<file path="config.mk">
export PLATFORM = sky130hd
export DESIGN_NAME = seq_divider
export DESIGN_NICKNAME = d
export VERILOG_FILES = /design/src/rtl/seq_divider.sv
export SDC_FILE = /design/constraint.sdc
export NUM_CORES = 1
export LEC_CHECK = 0
export CAP_MARGIN = 20
export CORE_AREA = 2 2 154 156
export CTS_BUF_LIST = sky130_fd_sc_hd__clkbuf_4
export CTS_CLUSTER_DIAMETER = 40
export DETAILED_ROUTE_END_ITERATION = 8
export DIE_AREA = 0 0 156 158
export PLACE_DENSITY_LB_ADDON = 0.15
export SKIP_LAST_GASP = 1
export SYNTH_ARGS = -nofsm -noshare
export SYNTH_HDL_FRONTEND = slang
export SYNTH_SLANG_ARGS = --single-unit
</file>
<file path="constraint.sdc">
create_clock -name i_clk -period 13.9 [get_ports i_clk]
set_input_delay 3.475 -clock i_clk [delete_from_list [all_inputs] [get_ports i_clk]]
set_output_delay 3.475 -clock i_clk [all_outputs]
set_load 0.03 [all_outputs]
</file>
<file path="src/rtl/seq_divider.sv">
// seq_divider: iterative WIDTH-bit restoring divider with RV32M
// DIV/DIVU/REM/REMU semantics, one quotient bit per clock.
//
// Handshake: i_start is sampled only in IDLE together with i_signed,
// op_a and op_b. The unit is then busy (o_busy=1) through CALC and FIX.
// o_done pulses for exactly one cycle in DONE, and the results are already
// valid in that cycle. A start seen outside IDLE is dropped. There is no
// back-pressure: done is not held waiting for an acknowledge.
//
// Ports:
//   i_clk        clock, rising edge
//   i_reset      asynchronous active-low reset
//   i_start      start request (IDLE only)
//   i_signed     1 = DIV/REM, 0 = DIVU/REMU
//   op_a, op_b   dividend, divisor
//   o_busy       high in CALC and FIX
//   o_done       one-cycle completion pulse
//   o_quotient   registered quotient, held until the next FIX
//   o_remainder  registered remainder, held until the next FIX
//   o_state      current FSM state, for debug observation

// Plain ripple-carry adder, used here as a subtractor (inverted op_b, cin=1).
module adder #(
  parameter int WIDTH = 32
) (
  input  logic [WIDTH-1:0] op_a,
  input  logic [WIDTH-1:0] op_b,
  input  logic             cin,
  output logic [WIDTH-1:0] sum,
  output logic             cout
);
  always_comb begin
    logic c;
    c   = cin;
    sum = '0;
    for (int i = 0; i < WIDTH; i++) begin
      sum[i] = op_a[i] ^ op_b[i] ^ c;
      c      = (op_a[i] & op_b[i]) | (c & (op_a[i] ^ op_b[i]));
    end
    cout = c;
  end
endmodule

module seq_divider #(
  parameter int WIDTH = 32
) (
  input  logic             i_clk,
  input  logic             i_reset,
  input  logic             i_start,
  input  logic             i_signed,
  input  logic [WIDTH-1:0] op_a,
  input  logic [WIDTH-1:0] op_b,
  output logic             o_busy,
  output logic             o_done,
  output logic [WIDTH-1:0] o_quotient,
  output logic [WIDTH-1:0] o_remainder,
  output logic [1:0]       o_state
);
  localparam int CW = $clog2(WIDTH);
  localparam logic [WIDTH-1:0] ONE      = {{(WIDTH-1){1'b0}}, 1'b1};
  localparam logic [CW-1:0]    LAST_CNT = CW'(WIDTH - 1);

  typedef enum logic [1:0] {
    S_IDLE = 2'd0,
    S_CALC = 2'd1,
    S_FIX  = 2'd2,
    S_DONE = 2'd3
  } state_t;

  state_t state, state_next;

  logic [WIDTH-1:0] r_reg;    // partial remainder
  logic [WIDTH-1:0] q_reg;    // dividend magnitude shifting out, quotient in
  logic [WIDTH-1:0] dvsr;     // divisor magnitude
  logic [WIDTH-1:0] a_raw;    // untouched dividend, returned on divide by zero
  logic [CW-1:0]    cnt;
  logic             neg_q;
  logic             neg_r;
  logic             div0;

  logic [WIDTH-1:0] a_mag;
  logic [WIDTH-1:0] b_mag;
  logic [WIDTH-1:0] r_shift;
  logic [WIDTH-1:0] diff;
  logic             diff_cout;
  logic             no_borrow;

  // Magnitudes at sampling time. 0x80000000 maps onto itself, which gives
  // the RV32M overflow result without needing a special path.
  assign a_mag = (i_signed && op_a[WIDTH-1]) ? (~op_a + ONE) : op_a;
  assign b_mag = (i_signed && op_b[WIDTH-1]) ? (~op_b + ONE) : op_b;

  // The shifted remainder is WIDTH+1 bits wide: {r_reg[WIDTH-1], r_shift}.
  // Only the low WIDTH bits go through the adder. The subtraction of the
  // full value has no borrow if the dropped top bit is set or the low part
  // carries out. A non-borrowing result is less than the divisor, so it
  // always fits back into WIDTH bits.
  assign r_shift = {r_reg[WIDTH-2:0], q_reg[WIDTH-1]};

  adder #(.WIDTH(WIDTH)) u_sub (
    .op_a (r_shift),
    .op_b (~dvsr),
    .cin  (1'b1),
    .sum  (diff),
    .cout (diff_cout)
  );

  assign no_borrow = r_reg[WIDTH-1] | diff_cout;

  // State register
  always_ff @(posedge i_clk or negedge i_reset) begin
    if (!i_reset) begin
      state <= S_IDLE;
    end else begin
      state <= state_next;
    end
  end

  // Next-state and status outputs
  always_comb begin
    state_next = state;
    o_busy     = 1'b0;
    o_done     = 1'b0;
    case (state)
      S_IDLE: begin
        if (i_start) state_next = S_CALC;
      end
      S_CALC: begin
        o_busy = 1'b1;
        if (cnt == LAST_CNT) state_next = S_FIX;
      end
      S_FIX: begin
        o_busy     = 1'b1;
        state_next = S_DONE;
      end
      S_DONE: begin
        o_done     = 1'b1;
        state_next = S_IDLE;
      end
      default: state_next = S_IDLE;
    endcase
  end

  assign o_state = state;

  // Datapath
  always_ff @(posedge i_clk or negedge i_reset) begin
    if (!i_reset) begin
      r_reg       <= '0;
      q_reg       <= '0;
      dvsr        <= '0;
      a_raw       <= '0;
      cnt         <= '0;
      neg_q       <= 1'b0;
      neg_r       <= 1'b0;
      div0        <= 1'b0;
      o_quotient  <= '0;
      o_remainder <= '0;
    end else begin
      case (state)
        S_IDLE: begin
          if (i_start) begin
            q_reg <= a_mag;
            dvsr  <= b_mag;
            a_raw <= op_a;
            r_reg <= '0;
            cnt   <= '0;
            neg_q <= i_signed & (op_a[WIDTH-1] ^ op_b[WIDTH-1]);
            neg_r <= i_signed & op_a[WIDTH-1];
            div0  <= (op_b == '0);
          end
        end
        S_CALC: begin
          r_reg <= no_borrow ? diff : r_shift;
          q_reg <= {q_reg[WIDTH-2:0], no_borrow};
          cnt   <= cnt + CW'(1);
        end
        S_FIX: begin
          if (div0) begin
            o_quotient  <= '1;
            o_remainder <= a_raw;
          end else begin
            o_quotient  <= neg_q ? (~q_reg + ONE) : q_reg;
            o_remainder <= neg_r ? (~r_reg + ONE) : r_reg;
          end
        end
        default: ;
      endcase
    end
  end
endmodule

</file>
==> results of run 1 <==
==> worst max-delay path, delay by kind of cell (launching register included) <==
kind | cells | cell delay [ns]
multiplexers | 1 | 0.22
AO/OA/AOI/OAI | 1 | 0.09
flip-flops | 1 | 0.39
AND/OR/NAND/NOR | 1 | 0.12
buffers and inverters | 8 | 0.70
adder cells (fa/ha/maj) | 32 | 11.79
==> repair_timing <==
action	4_1_cts	5_1_grt
endpoints found under the setup margin	0	26
hold buffers	0	0
resized for setup	0	2
buffers inserted	0	1
==> per-stage QoR <==
stage / worst slack (ns) / hold WS (ns)
final: 0.445 / 0.469
after global routing: 0.00294 / 0.495
after CTS: 0.452 / 0.472
after detailed placement: 0.567 / 0.456
after global placement: 0.711 / 0.454
after floorplan: 0.563 / 0.439
==> per-layer routing <==
layer	track usage (%)	up-vias
li1	-	4895
met1	40.5	5102
met2	41.2	362
met3	5.61	68
met4	9.79	0
met5	0	-
==> where the power goes <==
group | total, uW | internal, uW | switching (uW)
sequential | 1130 | 861 | 270
combinational | 1950 | 825 | 1130
clock | 513 | 256 | 256
==> final cells by class <==
cell class	count	area [um^2]
clock buffers	78	586
flip-flops and latches	202	5050
fillers	1942	8660
clock inverters	16	63.8
well taps	290	363
multi-input cells	967	6530
diodes	1	2.50
repair buffers	154	1600
inverters	53	199
==> final timing paths <==
check,start,endpoint,slack (ns),depth (start not counted)
setup / recovery,q_reg[31],r_reg[1],0.44,43
hold / removal,a_raw[21],a_raw[21],0.47,2
setup reg to reg,q_reg[31],r_reg[1],0.44,43
min in group asynchronous,i_reset,dvsr[29],2.74,1
max in group asynchronous,i_reset,r_reg[3],9.22,4
hold reg to reg,a_raw[21],a_raw[21],0.47,2
==> kinds of logic (layout without fill, tap and decap cells) <==
kind of cell	after synthesis	in the layout	share of synthesized area [%]
xor+xnor	110	110	7.98
compound gates	317	317	18.0
fa+ha+maj	42	42	6.28
simple gates	451	451	17.5
flops	202	202	41.8
other cells	0	1	0
mux	47	47	3.97
buf+inv	135	301	4.41
==> placed cells by master (no fill, tap or decap), types with 4 or more instances in the layout <==
master,count
sky130_fd_sc_hd__o21ai_0,113
sky130_fd_sc_hd__o41ai_2,13
sky130_fd_sc_hd__clkbuf_4,78
sky130_fd_sc_hd__mux2_2,7
sky130_fd_sc_hd__xor2_1,68
sky130_fd_sc_hd__o41ai_1,20
sky130_fd_sc_hd__xnor2_1,42
sky130_fd_sc_hd__or4_1,6
sky130_fd_sc_hd__nor2b_1,6
sky130_fd_sc_hd__nor3_1,30
sky130_fd_sc_hd__a31oi_1,18
sky130_fd_sc_hd__nor2_1,91
sky130_fd_sc_hd__o22ai_1,16
sky130_fd_sc_hd__nand2_1,202
sky130_fd_sc_hd__or3_1,17
sky130_fd_sc_hd__clkinv_1,13
sky130_fd_sc_hd__o31ai_1,25
sky130_fd_sc_hd__buf_4,12
sky130_fd_sc_hd__fa_1,30
sky130_fd_sc_hd__nand4_1,8
sky130_fd_sc_hd__clkdlybuf4s50_1,134
sky130_fd_sc_hd__a21oi_1,65
sky130_fd_sc_hd__and3_1,21
sky130_fd_sc_hd__nor4_1,9
sky130_fd_sc_hd__a221o_1,18
sky130_fd_sc_hd__nand2b_1,4
sky130_fd_sc_hd__nand4b_1,5
sky130_fd_sc_hd__mux2i_1,38
sky130_fd_sc_hd__or2_2,7
sky130_fd_sc_hd__inv_1,52
sky130_fd_sc_hd__ha_1,10
sky130_fd_sc_hd__o2bb2ai_1,5
sky130_fd_sc_hd__nand3_1,19
sky130_fd_sc_hd__nand3b_1,4
sky130_fd_sc_hd__dfrtp_1,202
sky130_fd_sc_hd__o31ai_2,4
==> metrics list, run 1 <==
- The run finished with clean final reports.
- Share of the yosys chip area belonging to registers: 41.8%
- Number of standard-cell rows in the floorplan: 56
* Setup TNS Final: 0 ns
- Number of endpoints with negative hold slack in the final report: 0
- STA puts the critical path data required time at 14.41 ns.
* Net count after synthesis: 1,414
- Master of the slowest instance on the critical path: sky130_fd_sc_hd__fa_1
* Max H-tree Level: 2
- Clock-pin slew of the registers on the worst-case setup and hold paths: 0.07 ns
* Routed metal-1 wirelength: 15.4 mm
* Uppermost routed layer: met4
* Insertion delay of the later-clocked pin in the worst-skew pair: 0.69 ns
- Final setup violation count: 0
- Count of antenna-violating nets left after detailed routing: 0
- The largest single stage delay on the critical path is 0.42 ns.
- Number of unique standard cell types used by synthesis: 61
* Netlist area before placement: 0.0121 mm^2
- The commonest cells after synthesis are 203 x sky130_fd_sc_hd__nand2_1, 202 x sky130_fd_sc_hd__dfrtp_1, 113 x sky130_fd_sc_hd__o21ai_0.
- Once placement finished, the instance area stood at 0.0136 mm^2.
- In the synthesized netlist the async set-or-reset flop fraction comes to 100%.
* PortBufs: 135
- Setup repair after global routing left no endpoint under its margin.
* Max Transition Viols Final: 0
- Leading register cell type out of synthesis: sky130_fd_sc_hd__dfrtp_1
- Die Span X: 156 um
- Of the cells placed in the final design, the portion with a size suffix greater than 1 is 10.2%.
- In the routed design, unresolved DRC markers number 0.
- The pre-antenna-repair detailed-routing pass consisted of 5 iterations.
- Data arrives at the worst endpoint at 13.96 ns.
- Die ar.: 0.0246 mm^2
* Crit path top cell by count: sky130_fd_sc_hd__fa_1
* Overall via count from detail_route: 10,400
- Entering global routing, the biggest net connects 85 pins.
- The tree built by TritonCTS fans out to 202 sinks.
- Critical Path Sink Type: register
* Most common cell in the netlist: sky130_fd_sc_hd__nand2_1
* Placeable core area: 0.0231 mm^2
* Class of the most critical hold timing path: reg -> reg
* Fin crit period: 13.46 ns
- Post-synth top area share: 41.8%
- In this run the vertical extent of the chip is 158 um.
- Derived from the worst setup path, the maximum achievable clock frequency is 74.3 MHz.
- Instance count after placement with tap cells included: 1,660
- Of all nets on the critical path, the largest fanout is 5.
- Final weighted congestion in routability-driven placement: 0.921
- Counting the buffers created by CTS gives 54.
- Ratio of final minimum period to clock period: 96.8%
- For the pin with the worst max-slew slack, the measured transition is 0.942 ns.
- Clock tree synthesis selected as its root buffer the cell sky130_fd_sc_hd__clkbuf_4.
* Gr ovfl total: 0
* Vias in the first global route: 10,100
- For this configuration, the core starts out at a cell density of 52.4%.
* First-pass GRT wire length: 54.3 mm
- I/O pin total: 136
* Worst vdd ir: 0.227 mV
* Number of vias per cell: 5.92
- Worst-case clock buffer depth: 3
- In the final routed layout, each cell accounts on average for 19.1 um.
- Top post-synthesis cells by area: sky130_fd_sc_hd__dfrtp_1 42%, sky130_fd_sc_hd__nand2_1 6.3%, sky130_fd_sc_hd__fa_1 5.1%, sky130_fd_sc_hd__xor2_1 4.9%, sky130_fd_sc_hd__o21ai_0 4.7%
- TritonCTS built the clock tree.
- On the final layout, the worst clock skew is 0.0531 ns.
- In this run the static leakage power is 0.00613 uW.
- Total track usage: 27.7%
- The worst setup path is of the reg -> reg kind.
- Max-cap check violation count: 0
- The worst setup path is launched from a register.
- The routed design uses 14.9 mm of met2 wire.
* Number of flops mapped to enable cells by yosys: 0
- Drt total wl: 33.6 mm
- Violation count after the first detailed-route iteration: 796
- Number of warnings reported in the yosys synthesis log: 0
- Wire segments on met3 add up to 2.30 mm in the final route.
- Gate count of the mapped netlist: 1,304
- The biggest area contributor in the post-synthesis netlist is sky130_fd_sc_hd__dfrtp_1.
* Synth-to-layout area growth: 19.2%
- Average instance area after synthesis: 9.26 um^2
* Post-Layout Inst Area: 0.0144 mm^2
* NumNets Final: 1,542
* Register bit total from synthesis: 202
- Headroom to the max-slew limit: 37.2%
* Post-layout power: 3600 uW
- Detailed-placement wirelength estimate: 22.7 mm
* Number of antenna violations at the first check in global routing: 1
- Cells fill 62.4% of the core in the end.
* Final std cells w/o fill: 1,761
* Power density over the cells: 250 mW/mm^2
(Power assumes the default switching activity.)
==> run 2: changes to the inputs <==
--- a/config.mk
+++ b/config.mk
@@ -6,11 +6,11 @@
 export NUM_CORES = 1
 export LEC_CHECK = 0
 export CAP_MARGIN = 20
-export CORE_AREA = 2 2 154 156
-export CTS_BUF_LIST = sky130_fd_sc_hd__clkbuf_4
+export CORE_AREA = 2 2 156 158
+export CTS_BUF_LIST = sky130_fd_sc_hd__clkbuf_16
 export CTS_CLUSTER_DIAMETER = 40
 export DETAILED_ROUTE_END_ITERATION = 8
-export DIE_AREA = 0 0 156 158
+export DIE_AREA = 0 0 158 160
 export PLACE_DENSITY_LB_ADDON = 0.15
 export SKIP_LAST_GASP = 1
 export SYNTH_ARGS = -nofsm -noshare
==> metrics list, run 2 (synthesis gave the netlist of run 1 again) <==
* Run status: finished clean
- On the critical path, the stage with the largest delay is an instance of sky130_fd_sc_hd__fa_1.
- Clock tree from TritonCTS: done
* Endpoint arrival time on the critical path: 13.96 ns
* Class of the most critical hold timing path: reg -> reg
- The first detailed-routing pass took 5 iterations.
- In the routed design, unresolved DRC markers number 0.
- For this design the ratio of total power to cell area is 265 mW/mm^2.
* Vias in the first global route: 10,100
- The worst hold path terminates at a_raw[21].
- Max Transition Viols Final: 0
- At the end of routability-driven placement, the weighted congestion stood at 0.901.
- Number of antenna violations at the first check in global routing: 0
* Die Span X: 158 um
- STA classifies the critical path endpoint as a register.
- The initial utilization of the core area, before any placement, comes to 50.7%.
- Headroom to the max-slew limit: 38.9%
* Clock-pin slew of the registers on the worst-case setup and hold paths: 0.05 ns
- Derived from the worst setup path, the maximum achievable clock frequency is 73.4 MHz.
* Overall via count from detail_route: 10,300
- After detailed routing, the average wire length per cell comes to 19.1 um.
- Violation count after the first detailed-route iteration: 785
* Reported leakage power: 0.00635 uW
- In this run the most critical hold path is launched from a_raw[21].
- PortBufs: 135
- Counting instances, the worst hold path has a depth of 2.
* Number of buffers created by CTS: 36
- Hold-fix buffer count after cts: 0
* Ratio of final minimum period to clock period: 98.0%
* Detailed-placement wirelength estimate: 22.7 mm
* Number of standard-cell rows in the floorplan: 57
- Total track usage: 27.2%
- I/O pin total: 136
* Critical Path Start: q_reg[31]
* Cell depth of the worst flop-to-flop path: 43
- Counting every sink on the clock net gives 202.
- First-pass GRT wire length: 55.0 mm
- The die covers 0.0253 mm^2.
- Pin count of the biggest net entering global routing: 125
* Clk Tree Root Cell: sky130_fd_sc_hd__clkbuf_16
- Once detail routing completed, the nets flagged for antenna violations numbered 0.
- The routed design could run at a clock period as short as 13.62 ns.
- Total inserted antenna cells: 0
- Classification of the worst setup path: reg -> reg
- Once layout is complete, the utilization of the core stands at 63.1%.
* NumNets Final: 1,525
* Slowest stage delay, CP: 0.43 ns
* Synth-to-layout area growth: 24.3%
* Insertion delay of the later-clocked pin in the worst-skew pair: 0.50 ns
- Counting stages on the worst path, the most repeated cell is sky130_fd_sc_hd__fa_1.
- Worst-Margin Slew: 0.915 ns
- Reg2Reg Capture Point: r_reg[19]
- The hold violation total from the final report came to 0.
- Setup Skew: 0.00992 ns
- Number of vias per cell: 5.82
- Worst hold slack across all endpoints: 0.466 ns
- The worst register-to-register path begins at q_reg[31].
* Worst-case clock buffer depth: 3
* Max-cap check violation count: 0
* Worst vdd ir: 0.255 mV
- Along the worst path, the maximum fanout reaches 9.
- Drt total wl: 33.6 mm
* Data required time of the critical path: 14.25 ns
* Max H-tree Level: 2
- Critical Path Source Type: register
* Die boundary height: 160 um
- Post-CTS repair changed the size of 0 cells.
- Placeable core area: 0.0238 mm^2
- Gr ovfl total: 0
- The top cell types in the final layout, fill and taps aside, are 202 x sky130_fd_sc_hd__nand2_1, 202 x sky130_fd_sc_hd__dfrtp_1, 134 x sky130_fd_sc_hd__clkdlybuf4s50_1.
- Of the cells placed in the final design, the portion with a size suffix greater than 1 is 8.47%.
- Final setup violation count: 0
- Setup slack on the worst reg-to-reg path comes out at 0.28 ns.
==> run 2: cell types whose count changed in the layout (fill, tap and decap cells not counted), moves of 2 or more <==
cell	previous run	this run
sky130_fd_sc_hd__clkinv_1	13	3
sky130_fd_sc_hd__clkbuf_16	3	40
sky130_fd_sc_hd__clkinv_4	0	2
sky130_fd_sc_hd__inv_1	52	59
sky130_fd_sc_hd__clkinvlp_4	0	5
sky130_fd_sc_hd__clkinv_2	3	1
sky130_fd_sc_hd__clkbuf_4	78	0
sky130_fd_sc_hd__bufinv_16	0	5
sky130_fd_sc_hd__inv_6	0	5
==> run 2: worst max-delay path by stage <==
| stage | endpoint | slack (ns) | depth (start not counted) |
|---|---|---|---|
| final | r_reg[19] | 0.28 | 43 |
| after global routing | r_reg[19] | -0.09 | 43 |
| after CTS | r_reg[1] | 0.43 | 42 |
| after detailed placement | r_reg[1] | 0.52 | 42 |
| after global placement | r_reg[1] | 0.69 | 42 |
| after floorplan | r_reg[10] | 0.56 | 42 |
==> run 2: cell type report <==
type	instances	area, um^2
Clock buffer	37	926
Clock inverter	27	288
Fill cell	2023	8800
Inverter	53	199
Multi-Input combinational cell	967	6520
Sequential cell	202	5050
Tap cell	324	405
Timing Repair Buffer	155	1630
==> run 2: layer usage <==
layer / wire, um / GRT usage [%] / share of wire [%] / vias up
met5: 0 / 0 / 0 / -
met4: 635 / 6.55 / 1.9 / 0
met3: 2280 / 5.07 / 6.8 / 48
met2: 15400 / 41.2 / 46 / 324
met1: 15300 / 40.7 / 46 / 5069
li1: - / - / - / 4826
==> run 2: through the flow <==
step	setup TNS [ns]	instance area, um^2	power (uW)	instances	worst slack, ns
final	0	15000	3970	1765	0.284
after global routing	-0.511	15000	4270	1765	-0.0913
after CTS	0	14900	3900	1758	0.427
after detailed placement	0	13600	2990	1694	0.521
after global placement	0	13600	2930	1694	0.694
after floorplan	0	12100	2380	1304	0.563
==> run 2: report_power, final <==
| group | switching, uW | leakage (uW) | internal, uW |
|---|---|---|---|
| logic | 1120 | 0.00326 | 828 |
| clock network | 309 | 0.000603 | 579 |
| registers | 278 | 0.00249 | 863 |
==> run 2: timing repair <==
item,CTS,global route
endpoints found under the hold margin,0,0
setup endpoints to repair,0,23
buffers inserted,0,1
==> run 2: critical path, delay by kind of cell, from the launching register on <==
family                   cells  cell delay (ns)
AO/OA/AOI/OAI                1             0.12
adder cells (fa/ha/maj)     32            11.91
buffers and inverters        8             0.72
flip-flops                   1             0.38
multiplexers                 1             0.18
AND/OR/NAND/NOR              1             0.13
